## src/rtl/pipe_pkg.sv

```systemverilog
// pipe_pkg -- shared constants for the pipeline register chain.
//   PIPE_NOP    : zero constant, cast to WIDTH where used (killed/bubbled data)
//   PERF_CNT_W  : width of the performance counters
//   MAX_DEPTH   : largest supported chain depth
//   IFID..MEMWB : stage indices of the classic 5-stage CPU
package pipe_pkg;
    localparam logic     PIPE_NOP   = 1'b0;
    localparam int       PERF_CNT_W = 32;
    localparam int       MAX_DEPTH  = 8;
    localparam int       IFID       = 0;
    localparam int       IDEX       = 1;
    localparam int       EXMEM      = 2;
    localparam int       MEMWB      = 3;
endpackage

```

## src/rtl/pipe_stage.sv

```systemverilog
// pipe_stage -- one pipeline register (WIDTH data bits plus a valid bit).
// Ports:
//   clk_i      : clock
//   rst_i      : synchronous, active-low reset
//   kill       : flush this stage (beats hold)
//   hold       : keep current contents
//   bubble     : the younger neighbour is frozen, so insert an empty slot
//   load_data  : data to capture on a normal advance
//   load_valid : valid to capture on a normal advance
//   data/valid : registered stage contents
// With ZERO_ON_KILL = 0, kill and bubble clear only the valid bit.
module pipe_stage
    import pipe_pkg::*;
#(
    parameter int WIDTH        = 32,
    parameter bit ZERO_ON_KILL = 1'b1
) (
    input  logic             clk_i,
    input  logic             rst_i,
    input  logic             kill,
    input  logic             hold,
    input  logic             bubble,
    input  logic [WIDTH-1:0] load_data,
    input  logic             load_valid,
    output logic [WIDTH-1:0] data,
    output logic             valid
);

    logic [WIDTH-1:0] data_reg;
    logic             valid_reg;

    always_ff @(posedge clk_i) begin
        if (!rst_i) begin
            data_reg  <= WIDTH'(PIPE_NOP);
            valid_reg <= 1'b0;
        end else if (kill || (!hold && bubble)) begin
            // Flush and bubble share the same effect; hold sits between
            // them in priority, hence the !hold on the bubble term.
            valid_reg <= 1'b0;
            if (ZERO_ON_KILL) begin
                data_reg <= WIDTH'(PIPE_NOP);
            end
        end else if (!hold) begin
            data_reg  <= load_data;
            valid_reg <= load_valid;
        end
    end

    assign data  = data_reg;
    assign valid = valid_reg;

endmodule

```

## src/rtl/pipe_reg_chain.sv

```systemverilog
// pipe_reg_chain -- DEPTH pipeline registers with uniform stall/flush control.
// Stage 0 is the youngest (IF/ID), stage DEPTH-1 the oldest (MEM/WB).
// Ports:
//   clk_i, rst_i        : clock, synchronous active-low reset
//   data_i, valid_i     : stage-0 input
//   hold_i, flush_i     : per-stage stall / flush requests (bit k = stage k)
//   in_ready_o          : stage 0 accepts data_i this cycle (combinational)
//   stage_data_o        : all stage registers, stage k at [k*WIDTH +: WIDTH]
//   stage_valid_o       : valid bit per stage
//   data_o, valid_o     : oldest stage
//   stall_cnt_o, bubble_cnt_o, flush_cnt_o : saturating performance counters
// Optional feature macro: PIPE_PERF_CNT_EN builds the counters; without it
// the counter ports are tied to zero. DEPTH must be 1..MAX_DEPTH.
module pipe_reg_chain
    import pipe_pkg::*;
#(
    parameter int WIDTH        = 32,
    parameter int DEPTH        = 4,
    parameter bit ZERO_ON_KILL = 1'b1
) (
    input  logic                   clk_i,
    input  logic                   rst_i,
    input  logic [WIDTH-1:0]       data_i,
    input  logic                   valid_i,
    input  logic [DEPTH-1:0]       hold_i,
    input  logic [DEPTH-1:0]       flush_i,
    output logic                   in_ready_o,
    output logic [DEPTH*WIDTH-1:0] stage_data_o,
    output logic [DEPTH-1:0]       stage_valid_o,
    output logic [WIDTH-1:0]       data_o,
    output logic                   valid_o,
    output logic [PERF_CNT_W-1:0]  stall_cnt_o,
    output logic [PERF_CNT_W-1:0]  bubble_cnt_o,
    output logic [PERF_CNT_W-1:0]  flush_cnt_o
);

    // eh[k]/ef[k]: a request at stage k or any older stage affects stage k.
    logic [DEPTH-1:0] eh;
    logic [DEPTH-1:0] ef;
    logic [WIDTH-1:0] sd [DEPTH];
    logic [DEPTH-1:0] sv;

    for (genvar gi = 0; gi < DEPTH; gi++) begin : g_stage
        logic [WIDTH-1:0] ld_data;
        logic             ld_valid;
        logic             bub;

        // Shifting right drops the younger requests; OR of the rest.
        assign eh[gi] = |(hold_i  >> gi);
        assign ef[gi] = |(flush_i >> gi);

        if (gi == 0) begin : g_head
            assign ld_data  = data_i;
            assign ld_valid = valid_i;
            assign bub      = 1'b0;
        end else begin : g_body
            assign ld_data  = sd[gi-1];
            assign ld_valid = sv[gi-1];
            assign bub      = eh[gi-1];
        end

        pipe_stage #(
            .WIDTH        (WIDTH),
            .ZERO_ON_KILL (ZERO_ON_KILL)
        ) u_stage (
            .clk_i      (clk_i),
            .rst_i      (rst_i),
            .kill       (ef[gi]),
            .hold       (eh[gi]),
            .bubble     (bub),
            .load_data  (ld_data),
            .load_valid (ld_valid),
            .data       (sd[gi]),
            .valid      (sv[gi])
        );

        assign stage_data_o[gi*WIDTH +: WIDTH] = sd[gi];
    end

    assign stage_valid_o = sv;
    assign data_o        = sd[DEPTH-1];
    assign valid_o       = sv[DEPTH-1];
    assign in_ready_o    = ~eh[0];

`ifdef PIPE_PERF_CNT_EN
    logic [PERF_CNT_W-1:0] stall_cnt_reg;
    logic [PERF_CNT_W-1:0] bubble_cnt_reg;
    logic [PERF_CNT_W-1:0] flush_cnt_reg;

    always_ff @(posedge clk_i) begin
        if (!rst_i) begin
            stall_cnt_reg  <= '0;
            bubble_cnt_reg <= '0;
            flush_cnt_reg  <= '0;
        end else begin
            if (!in_ready_o && (stall_cnt_reg != '1)) begin
                stall_cnt_reg <= stall_cnt_reg + 1'b1;
            end
            if (!valid_o && (bubble_cnt_reg != '1)) begin
                bubble_cnt_reg <= bubble_cnt_reg + 1'b1;
            end
            if ((|flush_i) && (flush_cnt_reg != '1)) begin
                flush_cnt_reg <= flush_cnt_reg + 1'b1;
            end
        end
    end

    assign stall_cnt_o  = stall_cnt_reg;
    assign bubble_cnt_o = bubble_cnt_reg;
    assign flush_cnt_o  = flush_cnt_reg;
`else
    assign stall_cnt_o  = '0;
    assign bubble_cnt_o = '0;
    assign flush_cnt_o  = '0;
`endif

endmodule

```

## config.mk

```make
export PLATFORM = sky130hd
export DESIGN_NAME = pipe_reg_chain
export DESIGN_NICKNAME = d
export VERILOG_FILES = /design/src/rtl/pipe_pkg.sv /design/src/rtl/pipe_stage.sv /design/src/rtl/pipe_reg_chain.sv
export SDC_FILE = /design/constraint.sdc
export NUM_CORES = 1
export LEC_CHECK = 0
export BUFFER_PORTS_ARGS = -buffer_cell sky130_fd_sc_hd__buf_2
export CAP_MARGIN = 5
export CORE_AREA = 2 2 118 120
export CTS_BUF_LIST = sky130_fd_sc_hd__clkbuf_4 sky130_fd_sc_hd__clkbuf_8
export CTS_CLUSTER_SIZE = 12
export DETAILED_ROUTE_END_ITERATION = 16
export DIE_AREA = 0 0 120 122
export PLACE_DENSITY = 0.74
export SLEW_MARGIN = 20
export SYNTH_ARGS = -nofsm -noshare
export SYNTH_HDL_FRONTEND = slang
export SYNTH_SLANG_ARGS = --single-unit
```

## constraint.sdc

```tcl
create_clock -name clk_i -period 4 [get_ports clk_i]
set_input_delay 0.6 -clock clk_i [delete_from_list [all_inputs] [get_ports clk_i]]
set_output_delay 0.6 -clock clk_i [all_outputs]
set_load 0.01 [all_outputs]
```

==> results.yml, run 1 <==
run_status:
  status: "complete, no violations"
power:
  p_leak_nw: 3.01
  ir_worst_vdd_uv: 211
  cellPowerDensity_nw_per_um2: 362
  fin_total_pwr_mw: 2.41
floorplan:
  die-area_um2: 14600
  start_util_pct: 43.2
  die_h_um: 122
  fp-row-count: 43
  io_pins: 305
  core_area_um2: 13500
  die_w_um: 120
layout:
  final_cells: 1027
  area_delta_synth_final_pct: 14.3
  largest_register_ffs: 128
  layout-drive-gt1-share_pct: 33.1
  diodes: 0
  fin_nets: 880
  fin_util_pct: 49.4
clocking:
  clock_latency_ns: 0.44
  clk_pin_slew_ns: 0.07
  clockBufferDepth: 2
  clock_sinks: 132
  cts_tree: "built"
  clockRootBuffer: "clkbuf_8"
  h-tree-depth: 4
  cts-resized-gates: 0
  post_cts_buffers: 0
  cts_buffers: 17
  cts_hold_buf: 0
routing:
  ant_nets: 0
  vias: 4619
  drtIter0Drc: 191
  first_pass_iters: 4
  routed_wl_um: 14200
  wl_per_cell_um: 13.8
  drc: 0
  via_per_inst: 4.50
grt:
  antenna_found_initial: 0
  grt_pass1_wl_um: 20900
  grt_start_max_net_pins: 39
  grt_pass1_vias: 4012
  gr-total-overflow: 0
  grt.total_usage_pct: 18.7
timing:
  rsz0062_at_grt: "no"
  finalSetupViolCount: 0
  tightest_slew_ns: 1.01
  setup_ws_ns: 1.28
  fin_setup_tns_ns: 0
  maxSlewViolCount: 0
  finalHoldViolations: 0
  fmax_ghz: 0.368
  max-slew-margin-rel_pct: 32.9
  skew_ns: 0.00963
  post-route-min-period_ns: 2.72
  final.period_utilization_pct: 67.9
logic_synthesis:
  post-synth-top-area-cell: "dfxtp_1"
  avgSynthCellArea_um2: 8.56
  ys_seq_elements: 132
  synthCells: 682
  seq_area_frac_synth_pct: 45.3
  syn_area_um2: 5840
  synth_area_leaders: "dfxtp_1 45%, buf_4 17%, nand2_1 11%"
  synth_warnings: 0
  synth_top_area_share_pct: 45.3
  synth.distinct_cells: 24
critical_path:
  crit_chain: "buf_2 -> or4_1 -> inv_2 -> buf_2"
  crit_top_cell: "buf_2"
  crit_fanout: 34
  start_kind: "input pin"
  crit_buf_inv: 3
  cp.required_ns: 3.40
  crit_family: "buffers and inverters"
  worstSetupPathType: "in -> out"
  cp_slowest_stage_delay_ns: 0.50
  cp-end-kind: "primary output"
  cpMaxStageDelayCell: "or4_1"
  arrival_ns: 2.12
placement:
  placed_cells: 998
  gp_congestion: 0.836
  place_ws_ns: 1.26
  port-buffer-count: 208
  post-dp-hpwl_um: 9780
worst_hold_path:
  hold_class: "in -> reg"
job:
  maxCapViolations: 0
[through the flow]
step / hold WS, ns / instance area, um2
CTS: 0.376 / 6670
global placement: 0.452 / 6340
detailed placement: 0.456 / 6340
floorplan: 0.445 / 6190
finish: 0.402 / 6670
global route: 0.385 / 6670
[Yosys cell counts, drive strengths merged]
| cell type | n |
|---|---|
| conb | 1 |
| nor2 | 34 |
| or2 | 2 |
| mux2i | 33 |
| or3 | 1 |
| nor3 | 1 |
| buf | 148 |
| dfxtp | 132 |
| a21o | 1 |
| clkbuf | 26 |
| inv | 2 |
| a21oi | 99 |
| nand3b | 33 |
| nand2 | 165 |
| or4b | 1 |
| or4 | 1 |
| nand2b | 1 |
| a211o | 1 |
[kinds of logic (layout without fill, tap and decap cells)]
kind of cell / after synthesis / count (layout) / synth area share (%)
AND/OR/NAND/NOR: 239 / 239 / 17.9
buffers and inverters: 176 / 246 / 20.4
flip-flops: 132 / 132 / 45.3
AO/OA/AOI/OAI: 101 / 101 / 10.7
multiplexers: 33 / 33 / 5.66
other: 1 / 96 / 0.0643
[worst register-to-register path: cells and delay by family (launching register included)]
family           cells  cell delay, ns
flip-flops           1            0.41
AO/OA/AOI/OAI        1            0.16
AND/OR/NAND/NOR      1            0.07
[routing by layer]
layer / GRT usage [%] / wire (um)
met1: 21.6 / 5870
met2: 31.8 / 7010
met3: 5.48 / 886
met4: 9.12 / 412
met5: 0 / 0
[layout by cell type (no fill, tap or decap)]
cell type,n
clkinvlp_4,2
buf_2,208
clkbuf_4,5
a211o_1,1
clkinv_2,3
mux2i_1,33
or4b_1,1
or3_2,1
inv_1,1
or4_1,1
nand3b_1,33
a21oi_2,30
dfxtp_1,132
nand2_1,165
or2_2,2
nor2_1,33
a21o_1,1
buf_4,7
a21oi_1,69
nand2b_1,1
nor2_4,1
clkbuf_8,19
inv_2,1
conb_1,96
nor3_2,1
[final cells by class]
type / instances / area [um2]
Clock buffer: 24 / 299
Clock inverter: 5 / 30.0
Fill cell: 1352 / 6840
Inverter: 2 / 7.51
Multi-Input combinational cell: 469 / 2370
Sequential cell: 132 / 2640
Tap cell: 180 / 225
Timing Repair Buffer: 215 / 1090
[worst paths after layout]
check | start | end | slack [ns] | depth (start not counted)
hold / removal | valid_i | g_stage[0].u_stage.valid | 0.40 | 3
setup reg to reg | g_stage[1].u_stage.data[6] | g_stage[1].u_stage.data[6] | 3.28 | 2
setup / recovery | hold_i[0] | in_ready_o | 1.28 | 4
hold reg to reg | g_stage[1].u_stage.data[5] | g_stage[2].u_stage.data[5] | 0.46 | 2
[report_power, final]
part | switching (mW) | total, mW | leakage (nW) | internal [mW]
registers | 0.000317 | 1.31 | 1.06 | 1.31
logic | 0.109 | 0.143 | 1.78 | 0.0342
clock network | 0.473 | 0.954 | 0.172 | 0.481
total | 0.581 | 2.41 | 3.01 | 1.83
Note: power is estimated with default switching activity, not from simulation.
==> run 2: changes to the inputs <==
Clock period 4 ns to 2.5 ns, I/O delays scaled along.
==> run 2 against run 1 <==
Compared with the run above: combinational power rose by 64%; die area did not move; worst hold slack got worse by 0.22 ns; clock power rose by 70%; wire length fell by 0.66%; critical endpoint unchanged; sequential share of layout area fell by 0.37 points; sequential power rose by 60%; clock skew fell by 0.0031 ns; core utilization rose by 0.46 points.
==> results.yml, run 2 (synthesis gave the netlist of run 1 again) <==
floorplan:
  io_pins: 305
  fp-row-count: 43
  start_util_pct: 43.2
  die_h_um: 122
  die-area_um2: 14600
  die_w_um: 120
  core_area_um2: 13500
run_status:
  status: "complete, no violations"
worst_hold_path:
  hold_class: "in -> reg"
  hold_depth: 3
clocking:
  clockRootBuffer: "clkbuf_8"
  post_cts_buffers: 0
  clock_latency_ns: 0.43
  cts-resized-gates: 0
  clockBufferDepth: 2
  cts_tree: "built"
  cts_buffers: 17
  clk_pin_slew_ns: 0.07
  cts_hold_buf: 0
  clock_sinks: 132
  h-tree-depth: 4
power:
  fin_total_pwr_mw: 3.96
  clkPwrFrac_pct: 40.9
  p_sw_share_pct: 24.4
  p_int_mw: 2.99
  seq_power_share_pct: 53.2
  switchingPower_mw: 0.967
  p_leak_nw: 3.04
  cellPowerDensity_nw_per_um2: 588
  pwr-share-comb_pct: 5.9
  ir_worst_vdd_uv: 399
job:
  maxCapViolations: 0
grt:
  grt_pass1_vias: 3884
  grt_start_max_net_pins: 35
  gr-total-overflow: 0
  grt_pass1_wl_um: 20700
  grt.total_usage_pct: 18.5
  antenna_found_initial: 1
critical_path:
  worstSetupPathType: "in -> out"
  startpoint: "hold_i[0]"
  cp_slowest_stage_delay_ns: 0.55
  arrival_ns: 1.57
  cp.required_ns: 2.12
  start_kind: "input pin"
  crit_top_cell: "buf_2"
  crit_buf_inv: 3
  r2r_start: "g_stage[0].u_stage.data[7]"
  crit_family: "buffers and inverters"
  cp-end-kind: "primary output"
  cp.depth: 4
  worstRegToRegCells: 2
  cp-endpoint: "in_ready_o"
  reg2reg_slack_ns: 1.76
  crit_chain: "buf_2 -> or4_1 -> inv_2 -> buf_2"
  crit_fanout: 34
  r2r_end: "g_stage[1].u_stage.data[7]"
  cpMaxStageDelayCell: "or4_1"
placement:
  post-dp-hpwl_um: 9980
  gp_congestion: 0.872
  port-buffer-count: 208
timing:
  final.period_utilization_pct: 77.9
  fmax_ghz: 0.513
  finalHoldViolations: 0
  skew_ns: 0.00653
  fin_setup_tns_ns: 0
  maxSlewViolCount: 0
  rsz0062_at_grt: "no"
  finalSetupViolCount: 0
  max-slew-margin-rel_pct: 33.0
  post-route-min-period_ns: 1.95
  tightest_slew_ns: 1.00
routing:
  wl_per_cell_um: 13.6
  routed_wl_um: 14100
  ant_nets: 0
  first_pass_iters: 4
  drc: 0
  via_per_inst: 4.47
  vias: 4615
  drtIter0Drc: 208
layout:
  area_delta_synth_final_pct: 15.4
  fillers: 1329
  register_area_um2: 2640
  layout_commonest_cell: "buf_2"
  largest_register_ffs: 128
  final_cell_mix: "208 x buf_2, 165 x nand2_1, 132 x dfxtp_1, 96 x conb_1, 69 x a21oi_1"
  layout-drive-gt1-share_pct: 33.3
  multiInputGateArea_um2: 2370
  fin_nets: 883
[run 2: cell types whose count changed in the layout (fill, tap and decap cells not counted), moves of 2 or more]
cell / delta
clkinv_2: +2
clkinvlp_4: +2
buf_4: +2
clkbuf_4: -2
[run 2: cell type report]
type                       instances  area share, %
antenna                            1         0.0372
clock buffer                      21           4.01
clock inverter                    10           1.26
inverter                           2          0.112
multi-input combinational        469           35.2
sequential                       132           39.3
tap                              180           3.35
timing repair buffer             218           16.8
[run 2: per-layer routing]
| metal | part of all wire (%) | track usage (%) | vias up |
|---|---|---|---|
| met5 | 0 | 0 | - |
| li1 | - | - | 2296 |
| met1 | 41 | 21.5 | 2121 |
| met4 | 1.9 | 7.35 | 0 |
| met3 | 6.3 | 5.62 | 19 |
| met2 | 50 | 31.9 | 179 |
[run 2: how the worst min path moves through the flow]
| stage | from | end | slack, ns |
|---|---|---|---|
| global route | valid_i | g_stage[0].u_stage.valid | 0.15 |
| finish | data_i[0] | g_stage[0].u_stage.data[0] | 0.18 |
| floorplan | g_stage[1].u_stage.valid | g_stage[1].u_stage.valid | 0.45 |
| CTS | valid_i | g_stage[0].u_stage.valid | 0.15 |
| global placement | g_stage[1].u_stage.data[10] | g_stage[1].u_stage.data[10] | 0.45 |
| detailed placement | g_stage[1].u_stage.data[20] | g_stage[1].u_stage.data[20] | 0.46 |
[run 2: stage by stage]
step | instances | util, % | instance area, um2 | worst slack (ns) | hold WS [ns]
detailed placement | 1001 | 47.2 | 6370 | 0.464 | 0.459
finish | 1033 | 49.8 | 6730 | 0.552 | 0.180
global route | 1032 | 49.8 | 6730 | 0.452 | 0.147
global placement | 1001 | 47.2 | 6370 | 0.497 | 0.454
floorplan | 777 | - | 6190 | 0.781 | 0.445
CTS | 1032 | 49.8 | 6730 | 0.536 | 0.150
[run 2: worst min-delay path, stage by stage]
cell     delay [ns]
buf_2          0.10
nand2_1        0.05
a21oi_1        0.05
[run 2: power groups by stage]
stage | logic (mW) | registers [mW] | clock network (mW)
2_1_floorplan | 0.271 | 2.15 | 0
3_3_place_gp | 0.231 | 2.15 | 0
3_5_place_dp | 0.232 | 2.15 | 0
4_1_cts | 0.232 | 2.10 | 1.66
5_1_grt | 0.258 | 2.10 | 1.75
6_report | 0.234 | 2.10 | 1.62
==> run 3: changes to the inputs <==
Settings changed: ABC_AREA set to 1, CORE_AREA 2 2 118 120 to 2 2 120 122, DIE_AREA 0 0 120 122 to 0 0 122 124, PLACE_DENSITY 0.74 to 0.73.
Clock period 2.5 ns to 1.9 ns, I/O delays scaled along.
==> run 3 against run 2 <==
Compared with the run above: power increased by 41%; sequential cell count did not move; die area grew 3.3%; clock power increased by 55%; cell count is 13% higher; via count rose by 12%; clock skew up 0.00078 ns; critical path depth rose by 1; wire length rose by 5.4%; largest power group unchanged.
==> results.yml, run 3 <==
timing:
  fmax_ghz: 0.718
  finalSetupViolCount: 0
  final.period_utilization_pct: 73.3
  skew_ns: 0.00732
  finalHoldViolations: 0
  max-slew-margin-rel_pct: 64.6
  maxSlewViolCount: 0
  post-route-min-period_ns: 1.39
  fin_setup_tns_ns: 0
  tightest_slew_ns: 0.531
  rsz0062_at_grt: "no"
routing:
  drtIter0Drc: 251
  routed_wl_um: 14900
  first_pass_iters: 5
  vias: 5169
  ant_nets: 0
  wl_per_cell_um: 12.7
  via_per_inst: 4.43
  drc: 0
power:
  ir_worst_vdd_uv: 444
  seq_power_share_pct: 49.6
  fin_total_pwr_mw: 5.58
  switchingPower_mw: 1.25
  p_sw_share_pct: 22.4
  cellPowerDensity_nw_per_um2: 802
  clkPwrFrac_pct: 44.9
  pwr-share-comb_pct: 5.5
  p_leak_nw: 3.33
  p_int_mw: 4.33
floorplan:
  die_h_um: 124
  die_w_um: 122
  fp-row-count: 43
  start_util_pct: 43.5
  core_area_um2: 13700
  io_pins: 305
  die-area_um2: 15100
grt:
  grtUsageMet1_pct: 24.6
  gr-total-overflow: 0
  grt_pass1_vias: 4265
  grt.total_usage_pct: 19.2
  antenna_found_initial: 1
  grt_start_max_net_pins: 57
  top_usage_layer: "met2"
  grt_use_met2_pct: 30.7
  grt_pass1_wl_um: 22200
  grt_use_met3_pct: 4.90
critical_path:
  worstRegToRegCells: 4
  start_kind: "input pin"
  crit_buf_inv: 3
  reg2reg_slack_ns: 1.12
  cp-end-kind: "primary output"
  crit_chain: "buf_2 -> nor2_4 -> nand2_1 -> inv_1 -> buf_2"
  crit_fanout: 9
  r2r_start: "g_stage[2].u_stage.data[30]"
  arrival_ns: 1.11
  crit_top_cell: "buf_2"
  cp_slowest_stage_delay_ns: 0.23
  r2r_end: "g_stage[3].u_stage.data[30]"
  cpMaxStageDelayCell: "nor2_4"
  crit_family: "simple AND/OR/NAND/NOR gates"
  cp.required_ns: 1.62
  worstSetupPathType: "in -> out"
logic_synthesis:
  syn_area_um2: 5970
  synth_warnings: 0
  synth_flop_cell: "dfxtp_1"
  yosysMostFrequentCell: "nand2_1"
  synthCells: 814
  synth_area_leaders: "dfxtp_1 44%, buf_4 17%, nand2_1 9.1%"
  ys_seq_elements: 132
  post-synth-top-area-cell: "dfxtp_1"
  synth.distinct_cells: 13
  seq_area_frac_synth_pct: 44.3
  async_reset_ff_share_pct: 0
  synth-edff-count: 0
  synthTopCellsByCount: "145 x nand2_1, 137 x buf_4, 132 x dfxtp_1, 128 x nor2_1, 100 x a21oi_1"
  synth_top_area_share_pct: 44.3
  avgSynthCellArea_um2: 7.34
worst_hold_path:
  min_from: "data_i[6]"
  min_to: "g_stage[0].u_stage.data[6]"
  hold_class: "in -> reg"
  hold_depth: 3
job:
  maxCapViolations: 0
clocking:
  clk_pin_slew_ns: 0.07
  clock_sinks: 132
  h-tree-depth: 4
  cts_tree: "built"
  cts_buffers: 17
  cts-resized-gates: 0
  clockBufferDepth: 2
  cts_hold_buf: 0
  clock_latency_ns: 0.44
  post_cts_buffers: 0
  clockRootBuffer: "clkbuf_8"
placement:
  gp_congestion: 0.828
  post-dp-hpwl_um: 10900
  port-buffer-count: 208
  placed_cells: 1137
layout:
  diodes: 0
  fin_nets: 1019
  layout-drive-gt1-share_pct: 26.3
  area_delta_synth_final_pct: 16.5
  final_cell_mix: "208 x buf_2, 145 x nand2_1, 132 x dfxtp_1, 127 x nor2_1, 100 x a21oi_1"
  layout_commonest_cell: "buf_2"
  fillers: 1399
  largest_register_ffs: 128
  final_cells: 1168
  register_area_um2: 2640
  multiInputGateArea_um2: 2250
  fin_util_pct: 50.7
run_status:
  status: "complete, no violations"
[run 3: cell types whose count changed after synthesis, sizes merged, moves of 2 or more]
| cell | before | now |
|---|---|---|
| nand3b | 33 | 0 |
| clkbuf | 26 | 12 |
| mux2i | 33 | 0 |
| buf | 148 | 164 |
| nor2 | 34 | 129 |
| or2 | 2 | 0 |
| nand2 | 165 | 145 |
| nand3 | 0 | 68 |
| inv | 2 | 62 |
[run 3: worst register-to-register path, stage by stage, from the launching register on]
cell and delay [ns]:
dfxtp_1 0.35, inv_1 0.07, nor2_1 0.11, a21oi_1 0.05, nor2_1 0.12
[run 3: logic make-up after synthesis]
| family | Yosys count | synth area share, % |
|---|---|---|
| simple gates | 343 | 23.2 |
| other cells | 1 | 0.0628 |
| buf+inv | 238 | 24.1 |
| compound gates | 100 | 8.38 |
| flops | 132 | 44.3 |
[run 3: routing by layer]
metal | up-vias | routed length [um]
met5 | - | 13
met4 | 2 | 325
met3 | 25 | 967
met2 | 234 | 6960
met1 | 2273 | 6590
li1 | 2635 | -
[run 3: worst max path at each step]
stage,from,cells past startpoint,endpoint,slack (ns)
5_1_grt,hold_i[3],5,in_ready_o,0.43
3_3_place_gp,hold_i[3],7,g_stage[2].u_stage.data[17],0.45
6_report,hold_i[3],5,in_ready_o,0.51
3_5_place_dp,hold_i[3],7,g_stage[2].u_stage.data[23],0.40
4_1_cts,hold_i[3],5,in_ready_o,0.48
2_1_floorplan,hold_i[1],4,in_ready_o,0.63
[run 3: metrics by stage]
stage / setup slack [ns] / area (um2) / hold WS [ns]
final: 0.508 / 6960 / 0.115
after detailed placement: 0.398 / 6530 / 0.467
after floorplan: 0.625 / 6330 / 0.450
after global placement: 0.447 / 6530 / 0.456
after global routing: 0.435 / 6960 / 0.0925
after CTS: 0.481 / 6960 / 0.0867
[run 3: area by class of cell]
| type | count | area share (%) |
|---|---|---|
| Timing Repair Buffer | 224 | 17.1 |
| Tap cell | 180 | 3.24 |
| Inverter | 62 | 3.35 |
| Clock inverter | 4 | 1.37 |
| Clock buffer | 27 | 4.71 |
| Sequential cell | 132 | 38.0 |
| Multi-Input combinational cell | 539 | 32.3 |
[run 3: power by group through the flow]
stage                     registers [mW]  clock network (mW)  logic, mW
final                               2.77                2.51      0.307
after global routing                2.77                2.66      0.347
after CTS                           2.77                2.56      0.304
after detailed placement            2.83                   0      0.304
after global placement              2.83                   0      0.303
after floorplan                     2.83                   0      0.364
